<file path="src/rtl/ro_meter_pkg.sv">
// Shared types and helpers for the ring-oscillator frequency meter.
// Latency: none (package only).
// Backpressure: none (package only).
package ro_meter_pkg;

    typedef enum logic [1:0] {
        IDLE    = 2'd0,
        WARMUP  = 2'd1,
        MEASURE = 2'd2,
        DONE    = 2'd3
    } state_t;

    // Two flops is the minimum that gives a usable MTBF on the oscillator input.
    localparam int SYNC_STAGES_DEF = 2;

    // Width of the shared warm-up/gate timer: must hold the larger of the two lengths.
    function automatic int timer_width(input int gate_cycles, input int warmup_cycles);
        int m;
        m = (gate_cycles > warmup_cycles) ? gate_cycles : warmup_cycles;
        return $clog2(m + 1);
    endfunction

endpackage

</file>
<file path="src/rtl/ro_freq_meter_sync_edge.sv">
// Synchronizes the asynchronous oscillator output and flags its rising edges.
// Latency: SYNC_STAGES clk cycles from ro_data to the edge pulse.
// Backpressure: none; free-running, one edge pulse per detected rising edge.
module ro_sync_edge
    import ro_meter_pkg::*;
#(
    parameter int SYNC_STAGES = SYNC_STAGES_DEF
) (
    input  logic clk,
    input  logic i_rst_n,
    input  logic i_async,
    output logic o_level,
    output logic o_rise
);

    logic [SYNC_STAGES-1:0] r_sync;
    logic                   r_prev;

    // Shift the raw input through the synchronizer chain.
    always_ff @(posedge clk) begin
        if (!i_rst_n) begin
            r_sync <= '0;
        end else begin
            r_sync <= {r_sync[SYNC_STAGES-2:0], i_async};
        end
    end

    // Remember the previous synchronized level for edge detection.
    always_ff @(posedge clk) begin
        if (!i_rst_n) begin
            r_prev <= 1'b0;
        end else begin
            r_prev <= r_sync[SYNC_STAGES-1];
        end
    end

    assign o_level = r_sync[SYNC_STAGES-1];
    assign o_rise  = r_sync[SYNC_STAGES-1] & ~r_prev;

endmodule

</file>
<file path="src/rtl/ro_freq_meter.sv">
// Enables the ring oscillator, warms it up, then counts its rising edges over a fixed clk window.
// Latency: result_valid 1+WARMUP_CYCLES+GATE_CYCLES cycles after start; GATE_CYCLES+1 apart when continuous.
// Backpressure: none; start is ignored while busy. Optional RO_METER_MINMAX_EN adds cnt_min/cnt_max.
module ro_freq_meter
    import ro_meter_pkg::*;
#(
    parameter int GATE_CYCLES   = 1024,
    parameter int WARMUP_CYCLES = 16,
    parameter int CNT_W         = 16,
    parameter int SYNC_STAGES   = SYNC_STAGES_DEF
) (
    input  logic             clk,
    input  logic             rst,
    input  logic             start,
    input  logic             continuous,
    input  logic             ro_data,
    output logic             ro_enable,
    output logic             busy,
    output logic [CNT_W-1:0] result,
    output logic             result_valid,
    output logic             overflow
`ifdef RO_METER_MINMAX_EN
    ,
    output logic [CNT_W-1:0] cnt_min,
    output logic [CNT_W-1:0] cnt_max
`endif
);

    localparam int TMR_W = timer_width(GATE_CYCLES, WARMUP_CYCLES);
    localparam logic [TMR_W-1:0] WARM_LAST = TMR_W'(WARMUP_CYCLES - 1);
    localparam logic [TMR_W-1:0] GATE_LAST = TMR_W'(GATE_CYCLES - 1);

    state_t             r_state;
    state_t             w_state_nxt;
    logic [TMR_W-1:0]   r_timer;
    logic [CNT_W-1:0]   r_cnt;
    logic               r_win_ovf;
    logic [CNT_W-1:0]   w_cnt_nxt;
    logic               w_win_ovf_nxt;
    logic               w_win_end;
    logic               w_rise;
    logic               w_ro_level_unused;
    logic               r_ro_enable;
    logic [CNT_W-1:0]   r_result;
    logic               r_result_valid;
    logic               r_overflow;

    // The synced level is exported by the sub-module for debug; only the edge pulse matters here.
    ro_sync_edge #(
        .SYNC_STAGES(SYNC_STAGES)
    ) u_sync_edge (
        .clk     (clk),
        .i_rst_n (rst),
        .i_async (ro_data),
        .o_level (w_ro_level_unused),
        .o_rise  (w_rise)
    );

    assign w_win_end = (r_state == MEASURE) && (r_timer == GATE_LAST);

    // Next-state logic: warm-up and window lengths come from the shared timer.
    always_comb begin
        w_state_nxt = r_state;
        case (r_state)
            IDLE:    if (start) w_state_nxt = WARMUP;
            WARMUP:  if (r_timer == WARM_LAST) w_state_nxt = MEASURE;
            MEASURE: if (r_timer == GATE_LAST) w_state_nxt = DONE;
            DONE:    w_state_nxt = continuous ? MEASURE : IDLE;
            default: w_state_nxt = IDLE;
        endcase
    end

    // Saturating edge count; the window flag records any increment lost at saturation.
    always_comb begin
        w_cnt_nxt     = r_cnt;
        w_win_ovf_nxt = r_win_ovf;
        if ((r_state == MEASURE) && w_rise) begin
            if (r_cnt == '1) begin
                w_win_ovf_nxt = 1'b1;
            end else begin
                w_cnt_nxt = r_cnt + CNT_W'(1);
            end
        end
    end

    // State register plus registered enable/valid derived from the upcoming state.
    always_ff @(posedge clk) begin
        if (!rst) begin
            r_state        <= IDLE;
            r_ro_enable    <= 1'b0;
            r_result_valid <= 1'b0;
        end else begin
            r_state        <= w_state_nxt;
            r_ro_enable    <= (w_state_nxt != IDLE);
            r_result_valid <= (w_state_nxt == DONE);
        end
    end

    // Phase timer restarts on every state change so each phase counts from zero.
    always_ff @(posedge clk) begin
        if (!rst) begin
            r_timer <= '0;
        end else if ((w_state_nxt != r_state) || (r_state == IDLE)) begin
            r_timer <= '0;
        end else begin
            r_timer <= r_timer + TMR_W'(1);
        end
    end

    // Edge counter only accumulates in MEASURE; every other state leaves it cleared for the next window.
    always_ff @(posedge clk) begin
        if (!rst) begin
            r_cnt     <= '0;
            r_win_ovf <= 1'b0;
        end else if (r_state == MEASURE) begin
            r_cnt     <= w_cnt_nxt;
            r_win_ovf <= w_win_ovf_nxt;
        end else begin
            r_cnt     <= '0;
            r_win_ovf <= 1'b0;
        end
    end

    // Capture the final count (including an edge in the last window cycle) as DONE is entered.
    always_ff @(posedge clk) begin
        if (!rst) begin
            r_result   <= '0;
            r_overflow <= 1'b0;
        end else if (w_win_end) begin
            r_result   <= w_cnt_nxt;
            r_overflow <= w_win_ovf_nxt;
        end
    end

`ifdef RO_METER_MINMAX_EN
    logic [CNT_W-1:0] r_cnt_min;
    logic [CNT_W-1:0] r_cnt_max;

    // Track extremes across windows; a fresh start from IDLE reopens the tracking range.
    always_ff @(posedge clk) begin
        if (!rst) begin
            r_cnt_min <= '1;
            r_cnt_max <= '0;
        end else if ((r_state == IDLE) && start) begin
            r_cnt_min <= '1;
            r_cnt_max <= '0;
        end else if (w_win_end) begin
            if (w_cnt_nxt < r_cnt_min) r_cnt_min <= w_cnt_nxt;
            if (w_cnt_nxt > r_cnt_max) r_cnt_max <= w_cnt_nxt;
        end
    end

    assign cnt_min = r_cnt_min;
    assign cnt_max = r_cnt_max;
`endif

    assign ro_enable    = r_ro_enable;
    assign busy         = (r_state != IDLE);
    assign result       = r_result;
    assign result_valid = r_result_valid;
    assign overflow     = r_overflow;

endmodule
</file>
<file path="config.mk">
export PLATFORM = sky130hd
export DESIGN_NAME = ro_freq_meter
export DESIGN_NICKNAME = d
export VERILOG_FILES = /design/src/rtl/ro_meter_pkg.sv /design/src/rtl/ro_freq_meter_sync_edge.sv /design/src/rtl/ro_freq_meter.sv
export SDC_FILE = /design/constraint.sdc
export NUM_CORES = 1
export LEC_CHECK = 0
export BUFFER_PORTS_ARGS = -buffer_cell sky130_fd_sc_hd__buf_2
export CAP_MARGIN = 20
export CORE_MARGIN = 2
export CORE_UTILIZATION = 45
export CTS_BUF_LIST = sky130_fd_sc_hd__clkbuf_8
export CTS_CLUSTER_DIAMETER = 100
export DETAILED_ROUTE_END_ITERATION = 6
export GPL_TIMING_DRIVEN = 0
export PLACE_DENSITY = 0.77
export RECOVER_POWER = 50
export SLEW_MARGIN = 20
export SYNTH_ARGS = -nofsm -noshare
export SYNTH_HDL_FRONTEND = slang
export SYNTH_SLANG_ARGS = --single-unit
</file>
<file path="constraint.sdc">
create_clock -name clk -period 2 [get_ports clk]
set_clock_uncertainty 0.15 [all_clocks]
set_input_delay 0.1 -clock clk [delete_from_list [all_inputs] [get_ports clk]]
set_output_delay 0.1 -clock clk [all_outputs]
set_load 0.01 [all_outputs]
</file>
### After elaboration in Yosys (flattened, before gate mapping)

Cells that the tools add are included.

| storage, ports and cells | value |
|---|---|
| bits in registers | 52 |
| bits of input ports | 5 |
| output and inout port bits | 20 |
| logic and storage cells | 40 |

| operators by class | value |
|---|---|
| add/sub/neg operators | 2 |
| eq/ne operators | 8 |
| mux-type cells | 9 |
| bitwise gates (word level) | 3 |
| reductions and logical operators | 8 |

Operators by type and width:

| cell | number |
|---|---|
| $mux W16 | 2 |
| $add A16 B1 Y16 const B | 1 |
| $eq A16 B16 Y1 const B | 1 |
| $add A11 B1 Y11 const B | 1 |
| $eq A11 B10 Y1 const B | 1 |
| $eq A11 B4 Y1 const B | 1 |
| $mux W2 | 4 |
| $pmux W2 S4 | 1 |
| $eq A2 B2 Y1 const B | 3 |
| $reduce_bool A2 Y1 | 2 |
| $eq A2 B1 Y1 const B | 1 |
| $logic_and A1 B1 Y1 | 2 |
| $logic_not A2 Y1 | 1 |
| $mux W1 | 2 |
| $ne A2 B2 Y1 | 1 |
| $not A1 Y1 | 2 |
| $reduce_and A2 Y1 | 1 |
| $reduce_or A2 Y1 | 1 |
| $and A1 B1 Y1 | 1 |
| $logic_or A1 B1 Y1 | 1 |

### Depth between registers and ports, before layout

Gate-level depths: netlist (run 1).

| logic depth | value |
|---|---|
| depth after elaboration | 6 |
| depth in mapped cells | 8 |

### Modules after synthesis

From an unflattened synthesis (run 1), not the netlist that was laid out.

| second synthesis, totals | value |
|---|---|
| cells, all modules | 237 |
| area, all modules | 2153.3 µm² |

Modules (own cells, without submodules):

| module | times used | cells each | area an instance (µm²) | sequential area each (µm²) |
|---|---|---|---|---|
| ro_freq_meter | 1 | 230 | 2060.7 | 980.9 |
| ro_sync_edge | 1 | 7 | 92.6 | 60.1 |

### Worst setup path before layout (run 1)

OpenSTA, ideal clock, no wires.

| path | value |
|---|---|
| path kind | reg2reg |
| start point | register r_timer[0] |
| end point | register r_result[4], in the netlist result[4] |
| setup time | 0.070 ns |
| arrival | 1.832 ns |
| slack | -0.051 ns |
| cell stages (with the launch flop) | 8 |
| buffers on the path | 1 |
| period minus slack after synthesis | 2.051 ns |
| path through | dfxtp_1 -> ha_1 -> and3_1 -> buf_2 -> nand4_4 -> or3_4 -> or3_1 -> a21oi_1 |

| between the ends | value |
|---|---|
| cells in the longest elaborated chain, start to end | 2 |

Ends and longest elaborated chain:

| item | RTL line | RTL |
|---|---|---|
| from (decl) | ro_freq_meter.sv:35 | `logic [TMR_W-1:0] r_timer;` |
| from (signal assigned) | ro_freq_meter.sv:106 | `r_timer <= r_timer + TMR_W'(1);` |
| $eq A11 B10 Y1 | ro_freq_meter.sv:59 | `assign w_win_end = (r_state == MEASURE) && (r_timer == GATE_LAST);` |
| $logic_and A1 B1 Y1 | ro_freq_meter.sv:59 |  |
| to (signal assigned) | ro_freq_meter.sv:130 | `r_result <= w_cnt_nxt;` |
| to (decl) | ro_freq_meter.sv:44 | `logic [CNT_W-1:0] r_result;` |

No other way between the ends.
A chain may end at the register's enable or synchronous reset.

### Final worst setup path (run 1)

Ends and elaborated chain as after synthesis.

==> results of run 1 <==
## registers in the layout, indices dropped and copies added, names as in the netlist
register	cells
r_cnt	16
result	16
r_timer	11
r_state	2
u_sync_edge.r_sync	2
overflow	1
r_win_ovf	1
result_valid	1
ro_enable	1
u_sync_edge.r_prev	1
## critical path, delay by kind of cell, from the launching register on
kind                       cells  cell delay (ps)
DFF                            1              380
and+or+nand+nor                4             1110
adders and majority gates      1              140
AOI/OAI and AO/OA              1              140
## cells by family after synthesis
group / synth area share (%)
AOI/OAI and AO/OA: 9.958
muxes: 1.431
xor gates and xnor gates: 8.348
buffers and inverters: 2.266
DFF: 49.61
adders and majority gates: 1.192
and+or+nand+nor: 27.19
## stage by stage
| stage | hold WS (ps) | std cells | power, W |
|---|---|---|---|
| floorplan | 77.29 | 232 | 0.001090 |
| global placement | 163.3 | 308 | 0.001104 |
| detailed placement | 166.2 | 308 | 0.001105 |
| CTS | 305.0 | 327 | 0.001722 |
| global route | 332.3 | 329 | 0.001758 |
| finish | 297.8 | 329 | 0.001716 |
## per-layer routing
metal  global-route usage, %  vias up  part of all wire [%]
met5                       0        -                     0
met4                   9.015        0                   1.8
met2                   31.09       52                    48
met1                   22.95      856                    45
met3                   4.583        8                   5.1
li1                        -      890                     -
## worst min path at each step
stage | startpoint | end | slack, ps
finish | u_sync_edge.r_sync[0] | u_sync_edge.r_sync[1] | 300
global route | u_sync_edge.r_sync[0] | u_sync_edge.r_sync[1] | 330
CTS | u_sync_edge.r_sync[0] | u_sync_edge.r_sync[1] | 310
global placement | ro_data | u_sync_edge.r_sync[0] | 160
detailed placement | ro_data | u_sync_edge.r_sync[0] | 170
floorplan | ro_data | u_sync_edge.r_sync[0] | 80
## layout make-up
class | instances | area share, %
buffer | 6 | 1.110
clock buffer | 6 | 3.185
clock inverter | 2 | 0.4344
inverter | 5 | 0.7239
multi-input combinational | 168 | 43.39
sequential | 52 | 40.54
tap | 52 | 2.510
timing repair buffer | 38 | 8.108
## cells in the final DEF, fill, tap and decap left out, types with 7 or more instances in the layout
cell type  netlist  final
a21oi_1         13     12
buf_4            0     11
clkbuf_1         5     23
dfxtp_1         52     44
dfxtp_2          0      8
nand2_1         12     12
nand3_1         11      9
nor2_1          39     39
nor3_1           8      7
o21ai_0         15     15
xnor2_1         14     13
## where the power goes
| part | total (W) | internal, W | switching, W |
|---|---|---|---|
| Combinational | 0.0000467 | 0.0000235 | 0.0000232 |
| Sequential | 0.00105 | 0.00104 | 0.00000575 |
| Clock | 0.000622 | 0.000277 | 0.000345 |
| Total | 0.00172 | 0.00134 | 0.000374 |
## timing repair
action | CTS | global route
endpoints found under the hold margin | 4 | 0
buffers inserted | 7 | 3
hold buffers | 4 | 0
setup endpoints to repair | 39 | 40
pin swaps | 6 | 4
gates resized for setup | 14 | 18
==> out/qor.txt, run 1 <==
run status: finished clean
Placement Rows: 24
Total Wirelength: 4765 um
crit start category: flop
pwr dens: 662.0 nW/um^2
DR WL/cell: 14.48 um
Netlist Area Pre-Place: 2098 sq um
Clock Sinks: 52
CP arrival: 2080 ps
CP max stage cell: or3_4
Slew @ Worst Pin: 494.3 ps
PortBufs: 24
Die W: 72.29 um
WP data required: 2100 ps
crit path kind: flop to flop
initial antenna violation count: 0
vias: 1806
f_max: 0.5043 GHz
setup slack at placement: -400.2 ps
Leakage Power: 0.8935 nW
area leader, netlist: dfxtp_1
CTS Buf Count: 5
die outline height: 72.29 um
kind of end point of the critical path: flop
post-route setup TNS: 0 ps
post-route cell area: 2592 sq um
area occupied by multi-input gates: 1125 sq um
All-Layer GR Usage: 18.80%
Detailed Routing Iterations Pass 1: 4
ranking of synthesized cells by area: dfxtp_1, nor2_1, xnor2_1, o21ai_0, a21oi_1
reg2reg start: r_timer[0]
global-route wire length before repair: 7603 um
critical path's largest stage delay: 390 ps
Post-Syn Area per Cell: 9.044 sq um
fraction of layout cells with a size suffix above 1: 20.58%
Hold WC Path Type: flop to flop
most common cell in the synthesized netlist: dfxtp_1
FF+latch area: 1051 sq um
endpoints failing hold: 0
Post-synth EDFFs: 0
Mapped Cells: 232
cell with the most instances on the worst path: or3_4
worst hold stages: 1
Nets: 283
H-tree levels: 2
minimum clock period: 1983 ps
slack of the critical path: 16.95 ps
CTS tree: built
Fillers: 400
Syn. warnings: 0
main flop type after synthesis: dfxtp_1
Ports: 25
CP cell instances: ha_4 > and3_4 > nand4_4 > or3_4 > or3_4 > a21oi_2
register bit total from synthesis: 52
worst reg-to-reg path cell count: 6
flop-to-flop setup slack: 20 ps
async set-reset flop share out of synthesis: 0%
GRT overflow: 0
vias per inst: 5.489
vias in the first global route: 1698
sequential area share after synthesis: 49.61%
Area after DPL: 2288 sq um
Setup crit end: result[4]
Synthesized Nets: 239
synth cell count leaders: dfxtp_1, nor2_1, o21ai_0
Max Cap Viol: 0
pin count of the biggest net entering global routing: 16
Yosys cell types: 39
share of Yosys cell area claimed by the top area cell type: 49.61%
Max clock buf depth: 2
Peak VDD IR: 0.0004624 V
Max transition margin: 67.05%
ANT cells: 0
post-detailed-placement half-perimeter wirelength: 2886 um
CTS Root Cell: clkbuf_8
Layout Area Growth over Synthesis: 23.55%
Worst-path clk slew: 100 ps
die area: 5225 sq um
routability congestion estimate from global placement: 0.8593
Crit Path Max Fanout: 5
# DRC: 0
Critical Path Source: r_timer[0]
terminus of the critical flop-to-flop path: result[4]
Max Slew Vio Count: 0
Starting Density: 47.53%
Iteration-0 DRC Markers: 104
Clock Latency Late Sink: 310 ps
part of the cycle the worst path needs: 99.15%
Core ar.: 4414 sq um
RSZ-0062 raised after global routing: true
Layout Utilization: 58.73%
endpoints failing setup: 0
Detail Route Antenna Nets: 0
No activity file was read; power rests on OpenSTA's default activity.
==> run 2, diff against run 1 <==
CTS_CLUSTER_DIAMETER = not set   (was 100)
PLACE_DENSITY = 0.68   (was 0.77)
==> out/qor.txt, run 2 (synthesis gave the netlist of run 1 again) <==
DR WL/cell: 13.65 um
post-route setup TNS: 0 ps
minimum clock period: 1940 ps
Layout Area Growth over Synthesis: 25.22%
endpoints failing setup: 0
crit start category: flop
vias: 1766
part of the cycle the worst path needs: 97.01%
CP arrival: 1980 ps
crit path kind: flop to flop
post-detailed-placement half-perimeter wirelength: 2799 um
cell family with most CP delay: simple AND/OR/NAND/NOR gates
endpoints failing hold: 0
Max transition margin: 65.44%
Starting Density: 47.53%
pwr dens: 628.3 nW/um^2
global-route wire length before repair: 7300 um
Slew @ Worst Pin: 518.3 ps
run status: finished clean
# DRC: 0
routability congestion estimate from global placement: 0.8502
commonest non-fill, non-tap cell in the layout: dfxtp_1
Clock Sinks: 52
f_max: 0.5154 GHz
CTS Buf Count: 5
Crit Path Max Fanout: 5
H-tree levels: 2
CTS tree: built
CTS Root Cell: clkbuf_8
Total Wirelength: 4545 um
Hold WC Path Type: flop to flop
Peak VDD IR: 0.0003167 V
commonest cells after routing, fill and taps aside: dfxtp_1, nor2_1, clkbuf_1
Leakage Power: 0.9315 nW
Iteration-0 DRC Markers: 137
CP max stage cell: dfxtp_2
fraction of layout cells with a size suffix above 1: 21.71%
Max Cap Viol: 0
pin count of the biggest net entering global routing: 15
Ports: 25
Buf/Inv on CP: 0
Max clock buf depth: 2
die area: 5225 sq um
Detailed Routing Iterations Pass 1: 4
Worst-path clk slew: 90 ps
critical path's largest stage delay: 380 ps
WP data required: 2040 ps
RSZ-0062 raised after global routing: true
CP cell instances: ha_4 > nand3_4 > nor4_4 > and2b_2 > xnor2_1 > a21oi_1
vias in the first global route: 1553
hold slack: 288.3 ps
PortBufs: 24
Max Slew Vio Count: 0
All-Layer GR Usage: 18.06%
ANT cells: 0
initial antenna violation count: 0
Detail Route Antenna Nets: 0
die outline height: 72.29 um
Nets: 288
Die W: 72.29 um
Core ar.: 4414 sq um
Clock Latency Late Sink: 310 ps
GRT overflow: 0
vias per inst: 5.303
kind of end point of the critical path: flop
Placement Rows: 24
## run 2: changes by cell type in the layout (fill, tap and decap cells not counted), sizes merged
cell and change:
clkinvlp -1, clkinv +1, buf +6, clkbuf -2
## run 2: final timing paths
path         slack (ps)                  start  cells past startpoint                    end
max                  60               r_cnt[1]                      6              result[0]
min                 290  u_sync_edge.r_sync[0]                      1  u_sync_edge.r_sync[1]
max reg2reg          60               r_cnt[1]                      6              result[0]
min reg2reg         290  u_sync_edge.r_sync[0]                      1  u_sync_edge.r_sync[1]
## run 2: metal layers
metal	wire length [um]	part of all wire [%]	vias to the layer above	track usage [%]
met5	0	0	-	0
met3	205	4.5	7	4.722
li1	-	-	900	-
met1	2233	49	818	25.37
met2	2025	45	41	26.30
met4	81	1.8	0	7.547
## run 2: through the flow
stage                     util [%]  instances  instance area, sq um  total power [W]  setup WS, ps
after floorplan                  -        232                  2103         0.001090        0.9392
after global placement       51.84        308                  2288         0.001105        -381.5
after detailed placement     51.84        308                  2288         0.001105        -411.2
after CTS                    56.66        323                  2501         0.001671         5.463
after global routing         59.52        333                  2628         0.001710        -19.99
final                        59.52        333                  2628         0.001651         59.79
## run 2: worst reg2reg max path: cells and delay by family, from the launching register on
family                     cells  cell delay [ps]
AOI/OAI and AO/OA              1              110
and+or+nand+nor                3              750
xor gates and xnor gates       1              260
DFF                            1              380
adders and majority gates      1              170
## run 2: final cells by class
cell class	instances	area (sq um)
plain buffers	6	31.28
clock buffers	5	68.82
clock inverters	2	8.758
fillers	398	1787
inverters	5	18.77
multi-input cells	168	1130
flip-flops and latches	52	1057
well taps	52	65.06
repair buffers	43	247.7
## run 2: repair_timing
| item | 4_1_cts | 5_1_grt |
|---|---|---|
| setup endpoints to repair | 37 | 30 |
| buffers inserted | 4 | 11 |
| hold buffers | 4 | 0 |
| endpoints found under the hold margin | 4 | 0 |
| pin swaps | 5 | 10 |
| resized for setup | 15 | 24 |
## run 2: power breakdown
group	internal (W)	switching (W)	total, W
registers	0.00104	0.00000526	0.00104
clock network	0.000234	0.000328	0.000562
logic	0.0000221	0.0000229	0.0000450
total	0.00129	0.000356	0.00165
